==> src/rtl/mem_access_sequencer.sv <==
// MEM-stage load/store sequencer: drives a word-addressed data memory over a
// req/gnt/rvalid handshake, stalls the pipeline while busy and formats lb/sb.
module mem_access_sequencer #(
   parameter int unsigned ADDR_W  = 32,
   parameter int unsigned TIMEOUT = 15
) (
   input  logic              clk,
   input  logic              rst_n,
   input  logic              start,
   input  logic              memread,
   input  logic              memwrite,
   input  logic              is_lb,
   input  logic              is_sb,
   input  logic [ADDR_W-1:0] addr,
   input  logic [31:0]       wdata,
   input  logic [4:0]        rd,
   output logic              busy,
   output logic              mem_req,
   output logic              mem_we,
   output logic [ADDR_W-1:0] mem_addr,
   output logic [3:0]        mem_be,
   output logic [31:0]       mem_wdata,
   input  logic              mem_gnt,
   input  logic              mem_rvalid,
   input  logic [31:0]       mem_rdata,
   output logic              wb_valid,
   output logic [4:0]        wb_rd,
   output logic [31:0]       wb_data,
   output logic              done,
   output logic              err
);

   typedef enum logic [1:0] {StIdle, StReq, StWait, StDone} state_e;

   localparam logic [7:0] TimeoutLast = 8'(TIMEOUT - 1);

   state_e             state_q, state_d;
   logic               we_q, byte_q;
   logic [1:0]         off_q;
   logic [ADDR_W-1:2]  addr_q;
   logic [3:0]         be_q;
   logic [31:0]        wdata_q;
   logic [4:0]         rd_q;
   logic [7:0]         cnt_q, cnt_d;
   logic               err_q;
   logic [4:0]         wb_rd_q;
   logic [31:0]        wb_data_q;

   logic               one_op, misaligned, accept, reject;
   logic               capture, load_data, abort, expired;
   logic [31:0]        lb_word;
   logic [31:0]        load_result;

   assign one_op     = memread ^ memwrite;
   assign misaligned = one_op & ((memread & ~is_lb) | (memwrite & ~is_sb)) & (addr[1:0] != 2'b00);
   assign accept     = start & one_op & ~misaligned;
   assign reject     = start & ((memread & memwrite) | misaligned);
   // The last permitted cycle in REQ/WAIT is the one where the counter sits at TIMEOUT-1.
   assign expired    = (cnt_q >= TimeoutLast);

   assign lb_word     = mem_rdata >> {off_q, 3'b000};
   assign load_result = byte_q ? {{24{lb_word[7]}}, lb_word[7:0]} : mem_rdata;

   always_ff @(posedge clk or negedge rst_n) begin
      if (!rst_n) begin
         state_q <= StIdle;
      end else begin
         state_q <= state_d;
      end
   end

   always_comb begin
      state_d   = state_q;
      capture   = 1'b0;
      load_data = 1'b0;
      abort     = 1'b0;
      case (state_q)
         StIdle: begin
            if (accept) begin
               state_d = StReq;
               capture = 1'b1;
            end
         end
         StReq: begin
            if (mem_gnt && (we_q || mem_rvalid)) begin
               state_d   = StDone;
               load_data = ~we_q;
            end else if (expired) begin
               state_d = StIdle;
               abort   = 1'b1;
            end else if (mem_gnt) begin
               state_d = StWait;
            end
         end
         StWait: begin
            if (mem_rvalid) begin
               state_d   = StDone;
               load_data = 1'b1;
            end else if (expired) begin
               state_d = StIdle;
               abort   = 1'b1;
            end
         end
         StDone:  state_d = StIdle;
         default: state_d = StIdle;
      endcase
   end

   always_comb begin
      cnt_d = cnt_q;
      if (capture) begin
         cnt_d = '0;
      end else if (state_q == StReq || state_q == StWait) begin
         cnt_d = cnt_q + 8'd1;
      end
   end

   always_ff @(posedge clk or negedge rst_n) begin
      if (!rst_n) begin
         we_q      <= 1'b0;
         byte_q    <= 1'b0;
         off_q     <= '0;
         addr_q    <= '0;
         be_q      <= '0;
         wdata_q   <= '0;
         rd_q      <= '0;
         cnt_q     <= '0;
         err_q     <= 1'b0;
         wb_rd_q   <= '0;
         wb_data_q <= '0;
      end else begin
         cnt_q <= cnt_d;
         err_q <= ((state_q == StIdle) & reject) | abort;
         if (capture) begin
            we_q    <= memwrite;
            byte_q  <= memread ? is_lb : is_sb;
            off_q   <= addr[1:0];
            addr_q  <= addr[ADDR_W-1:2];
            be_q    <= (memread ? is_lb : is_sb) ? (4'b0001 << addr[1:0]) : 4'hF;
            rd_q    <= rd;
            if (memwrite) begin
               wdata_q <= is_sb ? {4{wdata[7:0]}} : wdata;
            end else begin
               wdata_q <= '0;
            end
         end
         if (load_data) begin
            wb_rd_q   <= rd_q;
            wb_data_q <= load_result;
         end
      end
   end

   always_comb begin
      busy      = (state_q != StIdle);
      mem_req   = (state_q == StReq);
      mem_we    = we_q;
      mem_addr  = {addr_q, 2'b00};
      mem_be    = be_q;
      mem_wdata = wdata_q;
      done      = (state_q == StDone);
      wb_valid  = (state_q == StDone) & ~we_q & (rd_q != 5'd0);
      wb_rd     = wb_rd_q;
      wb_data   = wb_data_q;
      err       = err_q;
   end

endmodule

==> config.mk <==
export PLATFORM = sky130hd
export DESIGN_NAME = mem_access_sequencer
export DESIGN_NICKNAME = d
export VERILOG_FILES = /design/src/rtl/mem_access_sequencer.sv
export SDC_FILE = /design/constraint.sdc
export NUM_CORES = 1
export LEC_CHECK = 0
export BUFFER_PORTS_ARGS = -buffer_cell sky130_fd_sc_hd__buf_4
export CELL_PAD_IN_SITES_DETAIL_PLACEMENT = 2
export CELL_PAD_IN_SITES_GLOBAL_PLACEMENT = 2
export CORE_UTILIZATION = 28
export DETAILED_ROUTE_END_ITERATION = 8
export HOLD_SLACK_MARGIN = 0.08
export PLACE_DENSITY_LB_ADDON = 0.1
export SLEW_MARGIN = 30
export SYNTH_ARGS = -nofsm -noshare
export SYNTH_HDL_FRONTEND = slang
export SYNTH_SLANG_ARGS = --single-unit
export TNS_END_PERCENT = 100
==> constraint.sdc <==
create_clock -name clk -period 1.9 [get_ports clk]
set_input_delay 0.19 -clock clk [delete_from_list [all_inputs] [get_ports clk]]
set_output_delay 0.19 -clock clk [all_outputs]
set_load 0.01 [all_outputs]
; ---- After elaboration in Yosys (flattened, before gate mapping)
; Cells that the tools add are included.
; Widths: inputs -> output; s select.
[word_totals]
out_inout_bits = 111
in_bits = 110
n_memories = 0
reg_bits = 123
ramBits = 0
latchBits = 0
mem_bits_ro = 0
elab_cells = 73
[classes]
n_eq_ne = 6
n_mux = 23
n_reduce_logical = 9
div_mod_pow = 0
magnitude_cmp = 1
multipliers = 0
bitwise = 19
addsub = 1
n_shift = 2
[ops]
columns = operator, count
row1 = $mux 32, 3
row2 = $shr 32x5->8, 1
row3 = $mux 8, 2
row4 = $mux 2, 6
row5 = $and 1x1->1, 11
row6 = $add 8x1->8 const B, 1
row7 = $ge 8x4->1 const B, 1
row8 = $mux 1, 8
row9 = $pmux 2 s4, 1
row10 = $reduce_bool 2->1, 3
row11 = $reduce_bool 5->1, 1
row12 = $eq 2x2->1 const B, 2
row13 = $mux 4, 1
row14 = $ne 4x1->1 const B, 1
row15 = $not 1->1, 4
row16 = $pmux 1 s2, 2
row17 = $shl 1x2->4 const A, 1
row18 = $ne 3x3->1 const B, 1
row19 = $or 1x1->1, 3
row20 = $reduce_and 3->1, 1
row21 = $eq 2x1->1 const B, 1
row22 = $logic_not 2->1, 1
row23 = $logic_or 1x1->1, 2
row24 = $ne 2x2->1 const B, 1
row25 = 2 further kinds, 2

; ---- Longest topological paths before layout
[logic_depth]
depth_word = 10
depth_mapped = 8
depth_no_buf = 6

; ---- Worst setup path before layout
; OpenSTA, ideal clock, no wires.
[synth_timing]
path_type = register to register
from = register state_q[1]
to = register state_q[1]
required_time_ns = 1.775
t_arrival_ns = 1.747
setup_time_ns = 0.125
path_stages_with_launch = 7
n_path_buf = 0
slack_ns = 0.028
synth_period_minus_slack_ns = 1.872
path_cell_list = dfrtp_1 > inv_1 > ha_1 > nor2b_1 > o211a_1 > a211oi_1 > mux2_2
[synth_between]
elab_chain_cells = 3
elab_cells_between_ends = 9
cone_classes = eq/ne: 6 / mux: 1 / reduce/logical: 2
[synth_rtl]
columns = item, line_no
row1 = start: declaration, 37  ; state_e state_q, state_d;
row2 = start signal: assignment, 66  ; state_q <= StIdle;
row3 = start signal: assignment, 68  ; state_q <= state_d;
row4 = $eq 2x1->1 (*), -
row5 = net mem_req, 18  ; output logic mem_req,
row6 = $ne 4x1->1 (no line), -
row7 = $reduce_and 3->1 (no line), -
; Mark *: on every way through the listed nets, which the timed path passes. The rest lies on a longest branch.
; A chain may end at the register's enable or synchronous reset.

; ---- Worst setup path in the final report
[layout_timing]
from = register rd_q[1]
to = output port wb_valid
[layout_between]
elab_chain_cells = 2
[layout_rtl]
columns = item, line_no
row1 = start: declaration, 43  ; logic [4:0] rd_q;
row2 = start signal: assignment, 140  ; rd_q <= rd;
row3 = $reduce_bool 5->1, 162  ; wb_valid = (state_q == StDone) & ~we_q & (rd_q != 5'd0);
row4 = $and 1x1->1, 162
row5 = end: declaration, 26  ; output logic wb_valid,
; Every way passes these cells.

==> impl_metrics.toml <==
[place]
pre_cts_ws_ps = -31.0
place.port_buffers = 218
hpwl_um = 14800
gpl.final_weighted_congestion = 0.764
placed_cell_area_um2 = 8070

[detailed_routing]
routed_wire_length_per_instance_um = 19.7
wirelength_um = 22000
avgViaCountPerCell = 4.68
drt_iter0_drc = 109
dr.pass1.iters = 5
antenna_violating_nets_post_route = 0
vias = 5242
route.detailed.drc = 0

[power]
power.sequential.fraction_pct = 33.0
power.static_leakage_nw = 4.46
internal-power_mw = 9.44
switchingPower_mw = 5.24
power_density_cells_nw_per_um2 = 1550
total_power_mw = 14.7
worst_ir_drop_vdd_uv = 581
switching_share_pct = 35.7
clock_share_of_power_pct = 23.1
share_comb_of_total_power_pct = 43.9

[cts]
clkLatencyLatePin_ps = 420
cts.reportedPaths.clkPinSlew_ps = 60
numCtsBuffers = 17
htreeDepth = 4
clock_tree_from_tritoncts = "yes"
clock_sink_count = 123
maximum_buffer_depth_of_the_clock_tree = 2
clockRootBuffer = "sky130_fd_sc_hd__clkbuf_16"

[worst_setup_path]
cp-startpoint = "rd_q[1]$_DFFE_PN0P_"
cp_required_ps = 1710
critPathKind = "register to output port"
r2r-start = "state_q[1]$_DFFE_PN0P_"
worst-endpoint-arrival_ps = 1670
type_of_element_capturing_the_critical_path = "output port"
reg2reg_setup_slack_ps = 110
timing.critical_path.from_type = "register"
critical_path_peak_fanout = 3

[worst_hold_path]
min-delay-path-class = "input pin to register"
hold_path_startpoint = "mem_rdata[16]"

[yosys]
mux_share_of_post_synthesis_cell_area_pct = 17.3
synth_area_um2 = 5990
yosys.area.top_type = "sky130_fd_sc_hd__dfrtp_1"
yosys.area_share.simple_pct = 13.0
yosys.area_share.xor_xnor_pct = 1.02
ys_top_cells_by_area = "sky130_fd_sc_hd__dfrtp_1 (51%), sky130_fd_sc_hd__mux2_4 (11%), sky130_fd_sc_hd__nand2b_1 (6.2%)"
primary_ff_master_synth = "sky130_fd_sc_hd__dfrtp_1"
synth_compound_area_share_pct = 12.0
synth_top_family_by_area = "multiplexers"
yosys_warnings = 0
synth-seq-area-share_pct = 51.3
synthArstFlopShare_pct = 100
ys_types = 37
synth_top_area_share_pct = 51.3
synth_enable_flop_cells = 0
synth_cells = 526
synthAdderAreaFrac_pct = 1.67
avgSynthCellArea_um2 = 11.4
synth-seq-cells = 123

[timing]
setup_tns_ps = 0
highest_achievable_clock_rate_mhz = 538
layout_min_cycle_time_ps = 1860
setup_viol = 0
timing_hold_violations_final = 0
grt_setup_unrepaired = "yes"
final_min_period_over_clock_period_pct = 97.9
timing.clock.skew_ps = 11.6
layout_setup_ws_ps = 40.8
final_max_slew_viol_count = 0

[finish]
flow.area_growth_from_synthesis_pct = 58.3
postLayoutCellArea_um2 = 9490
most_common_cell_after_layout_fill_and_taps_aside = "sky130_fd_sc_hd__buf_4"
antenna-diode-count = 0
final_nets = 949
drive_gt1_share_pct = 42.7
utilization_pct = 45.1
leading_cell_types_in_the_layout_fill_and_taps_excluded = "sky130_fd_sc_hd__buf_4 (239), sky130_fd_sc_hd__dfrtp_1 (123), sky130_fd_sc_hd__dlygate4sd3_1 (70)"

[floorplanning]
io-pin-count = 221
floorplan.initialDensity_pct = 28.5
chipWidth_um = 148
core_um2 = 21000
rows = 53
fp.dieH_um = 148
die_area_um2 = 22000

[job]
maxCapViolCount = 0

[grt]
grt-ovfl-total = 0
gr-usage-all-layers_pct = 20.2
antenna_found_initial = 0
number_of_global_route_vias_before_repair = 5940
grt_max_degree = 81
wire_length_of_the_first_global_routing_pass_um = 33700

[run_status]
outcome = "finished, final reports clean"
worst paths after layout:
kind / depth (start not counted) / endpoint
worst max register to register: 6 / state_q[1]$_DFFE_PN0P_
min in group asynchronous: 2 / err$_DFF_PN0_
worst min-delay path: 3 / wb_data[16]$_DFFE_PN0P_
worst min register to register: 2 / wb_rd[0]$_DFFE_PN0P_
worst max-delay path: 3 / wb_valid
max in group asynchronous: 3 / mem_wdata[16]$_DFFE_PN0P_
cells in the mapped netlist (6+ instances only):
cell	instances
sky130_fd_sc_hd__o21ai_0	26
sky130_fd_sc_hd__dfrtp_1	123
sky130_fd_sc_hd__mux2_2	27
sky130_fd_sc_hd__a21boi_0	31
sky130_fd_sc_hd__inv_1	7
sky130_fd_sc_hd__mux2i_1	8
sky130_fd_sc_hd__nor2_1	39
sky130_fd_sc_hd__a31oi_1	26
sky130_fd_sc_hd__clkbuf_1	21
sky130_fd_sc_hd__buf_6	6
sky130_fd_sc_hd__o31ai_1	8
sky130_fd_sc_hd__buf_2	6
sky130_fd_sc_hd__nand2_1	51
sky130_fd_sc_hd__ha_1	8
sky130_fd_sc_hd__nand2b_1	59
sky130_fd_sc_hd__mux2_4	42
cell type report:
class | count | area, µm²
Sequential cell | 123 | 3080
Fill cell | 2143 | 11500
Inverter | 7 | 26.3
Clock buffer | 17 | 425
Timing Repair Buffer | 320 | 2700
Tap cell | 275 | 344
Clock inverter | 15 | 176
Multi-Input combinational cell | 362 | 2740
metrics by stage:
stage	std cells	hold WS [ps]
finish	1119	98.5
global route	1119	92.1
CTS	1115	80.3
detailed placement	1013	92.8
global placement	1013	88.3
floorplan	527	-106
flip-flops by register name, summed over array words and instances, names as in the netlist:
register and cells:
state_q 2, rd_q 5, byte_q 1, cnt_q 8
mem_wdata 32, off_q 2, wb_rd 5, wb_data 32
mem_we 1, mem_be 4, addr_q 30, err 1
worst max-delay path, stage by stage, from the launching register on:
cell and delay [ps]:
sky130_fd_sc_hd__dfrtp_1 390, sky130_fd_sc_hd__or3_4 420, sky130_fd_sc_hd__o311a_4 320, sky130_fd_sc_hd__buf_6 120
power by group through the flow:
| stage | clock network, mW | logic [mW] | registers, mW |
|---|---|---|---|
| floorplan | 0 | 2.72 | 5.12 |
| global placement | 0 | 6.03 | 4.79 |
| detailed placement | 0 | 6.21 | 4.85 |
| CTS | 3.47 | 6.40 | 4.83 |
| global route | 3.57 | 7.02 | 5.02 |
| finish | 3.39 | 6.44 | 4.84 |
metal layers:
layer / GRT usage, % / vias to the layer above / part of all wire (%)
met3: 4.36 / 30 / 4.4
met1: 23.7 / 2649 / 42
met5: 0 / - / 0
met4: 6.29 / 0 / 1.9
met2: 36.4 / 142 / 51
li1: - / 2421 / -
cell families after synthesis:
family / Yosys count
buffers and inverters: 42
muxes: 78
adders and majority gates: 8
DFF: 123
xor gates and xnor gates: 7
AOI/OAI and AO/OA: 107
other: 1
and+or+nand+nor: 160
timing repair:
action                     in CTS  in global routing
setup buffers                   0                  2
pin swaps                       0                  1
gates cloned                    0                  2
setup endpoints to repair       3                 76
gates resized for setup         2                  5
hold buffers                   70                  0
hold endpoints to repair      178                  0
Power figures use the tool's default switching activity.
